--- config.mk ---
export PLATFORM = sky130hd
export DESIGN_NAME = id_decode_stage_flat
export DESIGN_NICKNAME = d
export VERILOG_FILES = /design/src/rtl/id_decode_pkg.sv /design/src/rtl/id_decode_stage_if.sv /design/src/rtl/id_decode_comb.sv /design/src/rtl/id_decode_stage.sv /design/src/flat_wrapper.sv
export SDC_FILE = /design/constraint.sdc
export NUM_CORES = 1
export LEC_CHECK = 0
export BUFFER_PORTS_ARGS = -buffer_cell sky130_fd_sc_hd__buf_2
export CORE_ASPECT_RATIO = 0.5
export CORE_MARGIN = 3
export CORE_UTILIZATION = 35
export CTS_BUF_LIST = sky130_fd_sc_hd__clkbuf_16
export DETAILED_ROUTE_END_ITERATION = 8
export PLACE_DENSITY = 0.57
export SYNTH_ARGS = -nofsm -noshare
export SYNTH_HDL_FRONTEND = slang
export SYNTH_SLANG_ARGS = --single-unit
--- constraint.sdc ---
create_clock -name clk -period 6.51 [get_ports clk]
set_clock_uncertainty 0.1 [all_clocks]
set_input_delay 1.302 -clock clk [delete_from_list [all_inputs] [get_ports clk]]
set_output_delay 1.302 -clock clk [all_outputs]
set_load 0.02 [all_outputs]
--- src/rtl/id_decode_pkg.sv ---
// Shared constants for the RV32I decode stage: opcodes, ALU codes,
// control-bundle bit positions and immediate formats.
// Optional feature macro: DECODE_RV32M_EN (enables M-extension decode).
package id_decode_pkg;

  localparam int unsigned INSTR_W = 32;
  localparam int unsigned CTRL_W  = 13;
  localparam int unsigned ALU_W   = 4;
  localparam int unsigned REG_W   = 5;

  // Major opcodes
  localparam logic [6:0] OPC_R      = 7'b0110011;
  localparam logic [6:0] OPC_IARITH = 7'b0010011;
  localparam logic [6:0] OPC_LOAD   = 7'b0000011;
  localparam logic [6:0] OPC_STORE  = 7'b0100011;
  localparam logic [6:0] OPC_BRANCH = 7'b1100011;
  localparam logic [6:0] OPC_JAL    = 7'b1101111;
  localparam logic [6:0] OPC_JALR   = 7'b1100111;
  localparam logic [6:0] OPC_LUI    = 7'b0110111;
  localparam logic [6:0] OPC_AUIPC  = 7'b0010111;

  // R-type funct7 values
  localparam logic [6:0] F7_BASE   = 7'b0000000;
  localparam logic [6:0] F7_ALT    = 7'b0100000;
  localparam logic [6:0] F7_MULDIV = 7'b0000001;

  // ALU operation codes
  localparam logic [ALU_W-1:0] ALU_AND  = 4'b0000;
  localparam logic [ALU_W-1:0] ALU_OR   = 4'b0001;
  localparam logic [ALU_W-1:0] ALU_ADD  = 4'b0010;
  localparam logic [ALU_W-1:0] ALU_SLTU = 4'b0011;
  localparam logic [ALU_W-1:0] ALU_SUB  = 4'b0110;
  localparam logic [ALU_W-1:0] ALU_SLT  = 4'b0111;
  localparam logic [ALU_W-1:0] ALU_SRA  = 4'b1000;
  localparam logic [ALU_W-1:0] ALU_XOR  = 4'b1100;
  localparam logic [ALU_W-1:0] ALU_SLL  = 4'b1101;
  localparam logic [ALU_W-1:0] ALU_SRL  = 4'b1110;

  // Control bundle bit positions (MSB first)
  localparam int unsigned CTRL_ALU_SRC    = 12;
  localparam int unsigned CTRL_MEM_TO_REG = 11;
  localparam int unsigned CTRL_REG_WRITE  = 10;
  localparam int unsigned CTRL_MEM_READ   = 9;
  localparam int unsigned CTRL_MEM_WRITE  = 8;
  localparam int unsigned CTRL_LINK       = 7;
  localparam int unsigned CTRL_LUI        = 6;
  localparam int unsigned CTRL_AUIPC      = 5;
  localparam int unsigned CTRL_IS_BRANCH  = 4;
  localparam int unsigned CTRL_IS_JUMP    = 3;
  localparam int unsigned CTRL_JALR       = 2;
  localparam int unsigned CTRL_MULDIV     = 1;
  localparam int unsigned CTRL_ILLEGAL    = 0;

  typedef enum logic [2:0] {
    IMM_NONE = 3'd0,
    IMM_I    = 3'd1,
    IMM_S    = 3'd2,
    IMM_B    = 3'd3,
    IMM_U    = 3'd4,
    IMM_J    = 3'd5
  } imm_fmt_e;

  // Register/immediate arithmetic op from funct3; alt is instr[30]
  function automatic logic [ALU_W-1:0] alu_from_funct3(input logic [2:0] funct3,
                                                        input logic       alt,
                                                        input logic       sub_ok);
    logic [ALU_W-1:0] code;
    case (funct3)
      3'b000:  code = (alt && sub_ok) ? ALU_SUB : ALU_ADD;
      3'b001:  code = ALU_SLL;
      3'b010:  code = ALU_SLT;
      3'b011:  code = ALU_SLTU;
      3'b100:  code = ALU_XOR;
      3'b101:  code = alt ? ALU_SRA : ALU_SRL;
      3'b110:  code = ALU_OR;
      default: code = ALU_AND;
    endcase
    return code;
  endfunction

endpackage

--- src/rtl/id_decode_stage_if.sv ---
// IF/ID -> ID/EX handshake bundle of the decode stage.
// master: upstream/downstream environment; slave: the decode stage.
interface id_decode_stage_if #(
  parameter int unsigned XLEN = 32
);
  import id_decode_pkg::*;

  logic                 in_valid;
  logic                 in_ready;
  logic [INSTR_W-1:0]   in_instr;
  logic [XLEN-1:0]      in_pc;
  logic                 flush;

  logic                 out_valid;
  logic                 out_ready;
  logic [CTRL_W-1:0]    out_ctrl;
  logic [ALU_W-1:0]     out_alu_cnt;
  logic [2:0]           out_funct3;
  logic [REG_W-1:0]     out_rs1;
  logic [REG_W-1:0]     out_rs2;
  logic [REG_W-1:0]     out_rd;
  logic [XLEN-1:0]      out_imm;
  logic [XLEN-1:0]      out_pc;

  modport master (
    output in_valid, in_instr, in_pc, flush, out_ready,
    input  in_ready, out_valid, out_ctrl, out_alu_cnt, out_funct3,
           out_rs1, out_rs2, out_rd, out_imm, out_pc
  );

  modport slave (
    input  in_valid, in_instr, in_pc, flush, out_ready,
    output in_ready, out_valid, out_ctrl, out_alu_cnt, out_funct3,
           out_rs1, out_rs2, out_rd, out_imm, out_pc
  );

endinterface

--- src/rtl/id_decode_comb.sv ---
// Combinational RV32I instruction decoder: control bundle, ALU code,
// register indices, sign-extended immediate and source-usage flags.
// Optional feature macro: DECODE_RV32M_EN.
module id_decode_comb
  import id_decode_pkg::*;
#(
  parameter int unsigned XLEN = 32
) (
  input  logic [INSTR_W-1:0] instr,
  output logic [CTRL_W-1:0]  ctrl,
  output logic [ALU_W-1:0]   alu_cnt,
  output logic [2:0]         funct3,
  output logic [REG_W-1:0]   rs1,
  output logic [REG_W-1:0]   rs2,
  output logic [REG_W-1:0]   rd,
  output logic [XLEN-1:0]    imm,
  output logic               uses_rs1,
  output logic               uses_rs2
);

  logic [6:0]  opcode;
  logic [6:0]  funct7;
  logic [31:0] imm32;
  imm_fmt_e    fmt;

  assign opcode = instr[6:0];
  assign funct7 = instr[31:25];
  assign funct3 = instr[14:12];
  assign rs1    = instr[19:15];
  assign rs2    = instr[24:20];
  assign rd     = instr[11:7];

  // Main and ALU control decode by opcode/funct fields
  always_comb begin
    ctrl     = '0;
    alu_cnt  = ALU_ADD;
    fmt      = IMM_NONE;
    uses_rs1 = 1'b0;
    uses_rs2 = 1'b0;
    case (opcode)
      OPC_R: begin
        uses_rs1 = 1'b1;
        uses_rs2 = 1'b1;
        if (funct7 == F7_BASE || funct7 == F7_ALT) begin
          ctrl[CTRL_MEM_TO_REG] = 1'b1;
          ctrl[CTRL_REG_WRITE]  = 1'b1;
          alu_cnt = alu_from_funct3(funct3, instr[30], 1'b1);
        end else if (funct7 == F7_MULDIV) begin
`ifdef DECODE_RV32M_EN
          ctrl[CTRL_MULDIV]     = 1'b1;
          ctrl[CTRL_REG_WRITE]  = 1'b1;
          ctrl[CTRL_MEM_TO_REG] = 1'b1;
`else
          ctrl[CTRL_ILLEGAL]    = 1'b1;
`endif
        end else begin
          ctrl[CTRL_ILLEGAL] = 1'b1;
        end
      end
      OPC_IARITH: begin
        uses_rs1 = 1'b1;
        fmt      = IMM_I;
        ctrl[CTRL_ALU_SRC]    = 1'b1;
        ctrl[CTRL_MEM_TO_REG] = 1'b1;
        ctrl[CTRL_REG_WRITE]  = 1'b1;
        alu_cnt = alu_from_funct3(funct3, instr[30], 1'b0);
      end
      OPC_LOAD: begin
        uses_rs1 = 1'b1;
        fmt      = IMM_I;
        ctrl[CTRL_ALU_SRC]   = 1'b1;
        ctrl[CTRL_REG_WRITE] = 1'b1;
        ctrl[CTRL_MEM_READ]  = 1'b1;
      end
      OPC_STORE: begin
        uses_rs1 = 1'b1;
        uses_rs2 = 1'b1;
        fmt      = IMM_S;
        ctrl[CTRL_ALU_SRC]   = 1'b1;
        ctrl[CTRL_MEM_WRITE] = 1'b1;
      end
      OPC_BRANCH: begin
        uses_rs1 = 1'b1;
        uses_rs2 = 1'b1;
        fmt      = IMM_B;
        case (funct3)
          3'b000, 3'b001: begin
            ctrl[CTRL_IS_BRANCH] = 1'b1;
            alu_cnt = ALU_SUB;
          end
          3'b100, 3'b101: begin
            ctrl[CTRL_IS_BRANCH] = 1'b1;
            alu_cnt = ALU_SLT;
          end
          3'b110, 3'b111: begin
            ctrl[CTRL_IS_BRANCH] = 1'b1;
            alu_cnt = ALU_SLTU;
          end
          default: ctrl[CTRL_ILLEGAL] = 1'b1;
        endcase
      end
      OPC_JAL: begin
        fmt = IMM_J;
        ctrl[CTRL_LINK]      = 1'b1;
        ctrl[CTRL_IS_JUMP]   = 1'b1;
        ctrl[CTRL_REG_WRITE] = 1'b1;
      end
      OPC_JALR: begin
        uses_rs1 = 1'b1;
        fmt      = IMM_I;
        ctrl[CTRL_LINK]      = 1'b1;
        ctrl[CTRL_IS_JUMP]   = 1'b1;
        ctrl[CTRL_JALR]      = 1'b1;
        ctrl[CTRL_REG_WRITE] = 1'b1;
        ctrl[CTRL_ALU_SRC]   = 1'b1;
      end
      OPC_LUI: begin
        fmt = IMM_U;
        ctrl[CTRL_LUI]       = 1'b1;
        ctrl[CTRL_REG_WRITE] = 1'b1;
        ctrl[CTRL_ALU_SRC]   = 1'b1;
      end
      OPC_AUIPC: begin
        fmt = IMM_U;
        ctrl[CTRL_AUIPC]     = 1'b1;
        ctrl[CTRL_REG_WRITE] = 1'b1;
        ctrl[CTRL_ALU_SRC]   = 1'b1;
      end
      default: ctrl[CTRL_ILLEGAL] = 1'b1;
    endcase
  end

  // Immediate assembly per format, sign-extended from bit 31
  always_comb begin
    imm32 = 32'h0;
    case (fmt)
      IMM_I:   imm32 = {{20{instr[31]}}, instr[31:20]};
      IMM_S:   imm32 = {{20{instr[31]}}, instr[31:25], instr[11:7]};
      IMM_B:   imm32 = {{19{instr[31]}}, instr[31], instr[7], instr[30:25], instr[11:8], 1'b0};
      IMM_U:   imm32 = {instr[31:12], 12'h000};
      IMM_J:   imm32 = {{11{instr[31]}}, instr[31], instr[19:12], instr[20], instr[30:21], 1'b0};
      default: imm32 = 32'h0;
    endcase
  end

  assign imm = XLEN'($signed(imm32));

endmodule

--- src/rtl/id_decode_stage.sv ---
// Registered RV32I decode stage: ID/EX bundle register behind a
// valid/ready handshake, load-use bubble insertion, flush and a
// saturating stall counter.
// Optional feature macro: DECODE_RV32M_EN (handled in id_decode_comb).
module id_decode_stage
  import id_decode_pkg::*;
#(
  parameter int unsigned XLEN      = 32,
  parameter int unsigned HAZ_CNT_W = 16
) (
  input  logic                 clk,
  input  logic                 rst_n,
  id_decode_stage_if.slave     bus,
  output logic [HAZ_CNT_W-1:0] haz_cnt
);

  logic [CTRL_W-1:0]    dec_ctrl;
  logic [ALU_W-1:0]     dec_alu_cnt;
  logic [2:0]           dec_funct3;
  logic [REG_W-1:0]     dec_rs1;
  logic [REG_W-1:0]     dec_rs2;
  logic [REG_W-1:0]     dec_rd;
  logic [XLEN-1:0]      dec_imm;
  logic                 dec_uses_rs1;
  logic                 dec_uses_rs2;

  logic                 out_valid_q;
  logic [CTRL_W-1:0]    ctrl_q;
  logic [ALU_W-1:0]     alu_cnt_q;
  logic [2:0]           funct3_q;
  logic [REG_W-1:0]     rs1_q;
  logic [REG_W-1:0]     rs2_q;
  logic [REG_W-1:0]     rd_q;
  logic [XLEN-1:0]      imm_q;
  logic [XLEN-1:0]      pc_q;
  logic [HAZ_CNT_W-1:0] haz_cnt_q;

  logic                 hazard_c;
  logic                 fire_in_c;
  logic                 fire_out_c;

  id_decode_comb #(
    .XLEN (XLEN)
  ) u_decode (
    .instr    (bus.in_instr),
    .ctrl     (dec_ctrl),
    .alu_cnt  (dec_alu_cnt),
    .funct3   (dec_funct3),
    .rs1      (dec_rs1),
    .rs2      (dec_rs2),
    .rd       (dec_rd),
    .imm      (dec_imm),
    .uses_rs1 (dec_uses_rs1),
    .uses_rs2 (dec_uses_rs2)
  );

  // Load in ID/EX whose destination feeds the incoming instruction
  assign hazard_c = out_valid_q && ctrl_q[CTRL_MEM_READ] && (rd_q != '0) &&
                    ((dec_uses_rs1 && (dec_rs1 == rd_q)) ||
                     (dec_uses_rs2 && (dec_rs2 == rd_q)));

  assign bus.in_ready = !bus.flush && !hazard_c && (!out_valid_q || bus.out_ready);
  assign fire_in_c    = bus.in_valid && bus.in_ready;
  assign fire_out_c   = out_valid_q && bus.out_ready;

  // ID/EX register update: flush > bubble > load > drain > hold
  always_ff @(posedge clk or negedge rst_n) begin
    if (!rst_n) begin
      out_valid_q <= 1'b0;
      ctrl_q      <= '0;
      alu_cnt_q   <= '0;
      funct3_q    <= '0;
      rs1_q       <= '0;
      rs2_q       <= '0;
      rd_q        <= '0;
      imm_q       <= '0;
      pc_q        <= '0;
      haz_cnt_q   <= '0;
    end else if (bus.flush) begin
      out_valid_q <= 1'b0;
    end else if (hazard_c && bus.out_ready) begin
      out_valid_q <= 1'b0;
      if (haz_cnt_q != '1) begin
        haz_cnt_q <= haz_cnt_q + HAZ_CNT_W'(1);
      end
    end else if (fire_in_c) begin
      out_valid_q <= 1'b1;
      ctrl_q      <= dec_ctrl;
      alu_cnt_q   <= dec_alu_cnt;
      funct3_q    <= dec_funct3;
      rs1_q       <= dec_rs1;
      rs2_q       <= dec_rs2;
      rd_q        <= dec_rd;
      imm_q       <= dec_imm;
      pc_q        <= bus.in_pc;
    end else if (fire_out_c) begin
      out_valid_q <= 1'b0;
    end
  end

  assign bus.out_valid   = out_valid_q;
  assign bus.out_ctrl    = ctrl_q;
  assign bus.out_alu_cnt = alu_cnt_q;
  assign bus.out_funct3  = funct3_q;
  assign bus.out_rs1     = rs1_q;
  assign bus.out_rs2     = rs2_q;
  assign bus.out_rd      = rd_q;
  assign bus.out_imm     = imm_q;
  assign bus.out_pc      = pc_q;
  assign haz_cnt         = haz_cnt_q;

endmodule

--- src/flat_wrapper.sv ---
// flat-port wrapper written by rule: the top's interface ports become plain ports
module id_decode_stage_flat import id_decode_pkg::*;
#(
  parameter int unsigned XLEN      = 32,
  parameter int unsigned HAZ_CNT_W = 16
)
  (clk, rst_n, haz_cnt, bus_in_valid, bus_in_instr, bus_in_pc, bus_flush, bus_out_ready, bus_in_ready, bus_out_valid, bus_out_ctrl, bus_out_alu_cnt, bus_out_funct3, bus_out_rs1, bus_out_rs2, bus_out_rd, bus_out_imm, bus_out_pc);
  id_decode_stage_if #(.XLEN(XLEN)) bus_i ();
  input  logic clk;
  input  logic rst_n;
  output logic [HAZ_CNT_W-1:0] haz_cnt;
  input wire logic [$bits(bus_i.in_valid)-1:0] bus_in_valid;
  input wire logic [$bits(bus_i.in_instr)-1:0] bus_in_instr;
  input wire logic [$bits(bus_i.in_pc)-1:0] bus_in_pc;
  input wire logic [$bits(bus_i.flush)-1:0] bus_flush;
  input wire logic [$bits(bus_i.out_ready)-1:0] bus_out_ready;
  output wire logic [$bits(bus_i.in_ready)-1:0] bus_in_ready;
  output wire logic [$bits(bus_i.out_valid)-1:0] bus_out_valid;
  output wire logic [$bits(bus_i.out_ctrl)-1:0] bus_out_ctrl;
  output wire logic [$bits(bus_i.out_alu_cnt)-1:0] bus_out_alu_cnt;
  output wire logic [$bits(bus_i.out_funct3)-1:0] bus_out_funct3;
  output wire logic [$bits(bus_i.out_rs1)-1:0] bus_out_rs1;
  output wire logic [$bits(bus_i.out_rs2)-1:0] bus_out_rs2;
  output wire logic [$bits(bus_i.out_rd)-1:0] bus_out_rd;
  output wire logic [$bits(bus_i.out_imm)-1:0] bus_out_imm;
  output wire logic [$bits(bus_i.out_pc)-1:0] bus_out_pc;
  assign bus_i.in_valid = bus_in_valid;
  assign bus_i.in_instr = bus_in_instr;
  assign bus_i.in_pc = bus_in_pc;
  assign bus_i.flush = bus_flush;
  assign bus_i.out_ready = bus_out_ready;
  assign bus_in_ready = bus_i.in_ready;
  assign bus_out_valid = bus_i.out_valid;
  assign bus_out_ctrl = bus_i.out_ctrl;
  assign bus_out_alu_cnt = bus_i.out_alu_cnt;
  assign bus_out_funct3 = bus_i.out_funct3;
  assign bus_out_rs1 = bus_i.out_rs1;
  assign bus_out_rs2 = bus_i.out_rs2;
  assign bus_out_rd = bus_i.out_rd;
  assign bus_out_imm = bus_i.out_imm;
  assign bus_out_pc = bus_i.out_pc;
  id_decode_stage #(.XLEN(XLEN), .HAZ_CNT_W(HAZ_CNT_W)) u_core (.clk(clk), .rst_n(rst_n), .bus(bus_i), .haz_cnt(haz_cnt));
endmodule
==> flow_summary.json <==
{
  "outcome": "complete, no violations",
  "worstHoldPathCells": 1,
  "async_flop_share_pct": 100.0,
  "syn_area_um2": 5418,
  "coreArea_um2": 14820,
  "area_growth_pct": 30.42,
  "num_antenna_cells": 0,
  "synth-main-ff-cell": "dfrtp_1",
  "die_w_um": 182.0,
  "clkSlewWorstSetupHoldPaths_ns": 0.06,
  "worst-path-max-fanout": 9,
  "rows": 31,
  "dpl_worst_slack_ns": 2.260,
  "arrival_ns": 2.86,
  "p_comb_share_pct": 20.4,
  "multiInputGateArea_um2": 2317,
  "num_io_pins": 186,
  "p_switching_w": 0.0006655,
  "ir_drop_uv": 183.1,
  "drive_gt1_share_pct": 43.85,
  "tightest_slew_ns": 0.8260,
  "drtPass1Iterations": 5,
  "reg2reg_depth": 6,
  "cpMaxStageDelayCell": "and4bb_2",
  "cp-start-kind": "primary input",
  "clk_latency_ns": 0.41,
  "p_seq_share_pct": 37.6,
  "synth_nets": 535,
  "rsz0062_at_grt": "false",
  "crit_type": "in -> out",
  "internal-power_w": 0.001600,
  "avgSynthCellArea_um2": 11.65,
  "fill_cells": 1429,
  "end_kind": "output port",
  "clock-sinks": 114,
  "grt_remaining_overflow": 0,
  "cp.required_ns": 5.11,
  "hold_class": "reg -> reg",
  "power.leakage_nw": 3.459,
  "wire_per_inst_um": 15.95,
  "clk_path_buf_depth": 2,
  "place.gp.congestion": 0.8195,
  "synth-seq-cells": 114,
  "synthCells": 465,
  "final_common_cell": "buf_2",
  "vias_per_cell": 4.807,
  "yosysUniqueCellTypes": 57,
  "final_util_pct": 47.69,
  "yosysSeqAreaShare_pct": 52.66,
  "port_buffers": 184,
  "fin_crit_ns": 4.259,
  "setup_viol": 0,
  "nets": 716,
  "final_max_slew_viol_count": 0,
  "cts_resized": 0,
  "cpPeakStageDelay_ns": 0.40,
  "cts_hold_buffers": 0,
  "post_cts_buffers": 0,
  "fp.dieArea_um2": 17100,
  "final_design_area_no_fill_um2": 7066,
  "fin_ws_ns": 2.251,
  "ys.warnings.count": 0,
  "power_density_nw_per_um2": 320.7,
  "initial_core_util_pct": 36.56,
  "relSlewSlack_pct": 44.77,
  "clockPowerShare_pct": 42.0,
  "grt_max_degree": 63,
  "drc": 0,
  "power.share.switching_pct": 29.37,
  "ant_nets": 0,
  "finalHoldViolations": 0,
  "final.setup.tns_ns": 0,
  "final_cell_mix": "183 x buf_2, 114 x dfrtp_1, 49 x mux2_4",
  "post_layout_nonfiller_instances": 857,
  "grt_usage_pct": 16.05,
  "die_y_um": 93.98,
  "synth-edff-count": 0,
  "fmaxAchievable_ghz": 0.2348,
  "via_count": 4120,
  "cts_tree": "done",
  "totalWireLength_um": 13670,
  "drt_iter0_drc": 264,
  "dpl-instance-area_um2": 6459,
  "antenna_found_initial": 2,
  "grt_pass1_vias": 4047,
  "seqCellArea_um2": 2853,
  "crit_chain": "buf_2, and4bb_2, nand2_1, o32ai_2, nor2_1, nor2_1, nor3_1, buf_2",
  "dp_hpwl_um": 9978,
  "numCtsBuffers": 17,
  "cts-root-buf": "clkbuf_16",
  "grt_pass1_wl_um": 21910,
  "htree_levels": 4,
  "fin_crit_sh_pct": 65.43,
  "cap_violations": 0,
  "dp.cells": 825
}
## cell usage after synthesis, drive strengths merged (2+ instances only)
cell type / count / area share [%]
dfrtp: 114 / 53
mux2: 58 / 15
nor2: 45 / 3.1
a21oi: 32 / 3.0
nand2: 30 / 2.1
buf: 22 / 3.2
inv: 18 / 1.2
o21ai: 18 / 1.7
nand3: 14 / 1.3
xor2: 13 / 2.1
a31oi: 12 / 1.4
xnor2: 12 / 1.9
nor3: 11 / 1.3
nand4: 6 / 0.69
a22oi: 5 / 0.69
clkbuf: 5 / 0.35
nor4: 5 / 0.81
and3: 4 / 0.46
nor2b: 4 / 0.46
nor3b: 3 / 0.51
o211ai: 3 / 0.51
a21boi: 2 / 0.28
a21o: 2 / 0.28
a32oi: 2 / 0.32
a41o: 2 / 0.37
and2: 2 / 0.23
nand3b: 2 / 0.28
o32ai: 2 / 0.46
## routing by layer
metal  vias to the layer above  global-route usage [%]  share of wire [%]
met3                        12                   4.292                5.6
met1                      1986                   21.36                 45
met4                         4                   4.623               0.77
li1                       2006                       -                  -
met5                         -                       0               0.10
met2                       112                   25.96                 48
## through the flow
step	total power [W]	hold slack (ns)
floorplan	0.001166	0.4892
global placement	0.001327	0.3720
detailed placement	0.001333	0.3872
CTS	0.002302	0.3998
global route	0.002372	0.4069
finish	0.002266	0.3986
## power groups by stage
| stage | Sequential, W | Combinational [W] | Clock (W) |
|---|---|---|---|
| 5_1_grt | 0.000865 | 0.000499 | 0.00101 |
| 2_1_floorplan | 0.000975 | 0.000192 | 0 |
| 4_1_cts | 0.000853 | 0.000469 | 0.000979 |
| 6_report | 0.000852 | 0.000462 | 0.000952 |
| 3_5_place_dp | 0.000865 | 0.000468 | 0 |
| 3_3_place_gp | 0.000862 | 0.000465 | 0 |
## state kept, by name, indices dropped and copies added (netlist names)
signal,cells
u_core.bus.out_pc,32
u_core.bus.out_funct3,3
u_core.bus.out_rs2,5
u_core.bus.out_imm,32
u_core.bus.out_rd,5
u_core.bus.out_ctrl,11
u_core.haz_cnt,16
u_core.bus.out_rs1,5
u_core.bus.out_valid,1
u_core.bus.out_alu_cnt,4
## kinds of logic after synthesis
group | count (synthesis) | synth area share [%]
AND/OR/NAND/NOR | 132 | 12.29
multiplexers | 59 | 15.64
other | 1 | 0.06922
adder cells (fa/ha/maj) | 1 | 0.2309
XOR/XNOR | 25 | 4.042
flip-flops | 114 | 52.66
AO/OA/AOI/OAI | 88 | 10.30
buffers and inverters | 45 | 4.780
## path summary, 6_finish.rpt
| check | slack [ns] | start | end |
|---|---|---|---|
| worst max-delay path | 2.25 | bus_in_instr[2] | bus_in_ready |
| worst min-delay path | 0.40 | u_core.haz_cnt[7] | u_core.haz_cnt[7] |
| worst max register to register | 3.78 | u_core.bus.out_rd[3] | u_core.bus.out_rs2[0] |
| worst min register to register | 0.40 | u_core.haz_cnt[7] | u_core.haz_cnt[7] |
| max in group asynchronous | 4.23 | rst_n | u_core.bus.out_imm[2] |
| min in group asynchronous | 0.86 | rst_n | u_core.bus.out_pc[10] |
## worst max-delay path, delay by kind of cell
| family | cells | cell delay, ns |
|---|---|---|
| simple gates | 5 | 0.85 |
| compound gates | 1 | 0.39 |
| buf+inv | 2 | 0.31 |
## area by class of cell
type                    count  area share, %
flip-flops and latches    114          40.38
inverters                  18         0.9563
multi-input cells         306          32.80
clock buffers              17          6.021
repair buffers            189          13.78
clock inverters            15          2.568
well taps                 198          3.506
No activity file was read; power rests on OpenSTA's default activity.
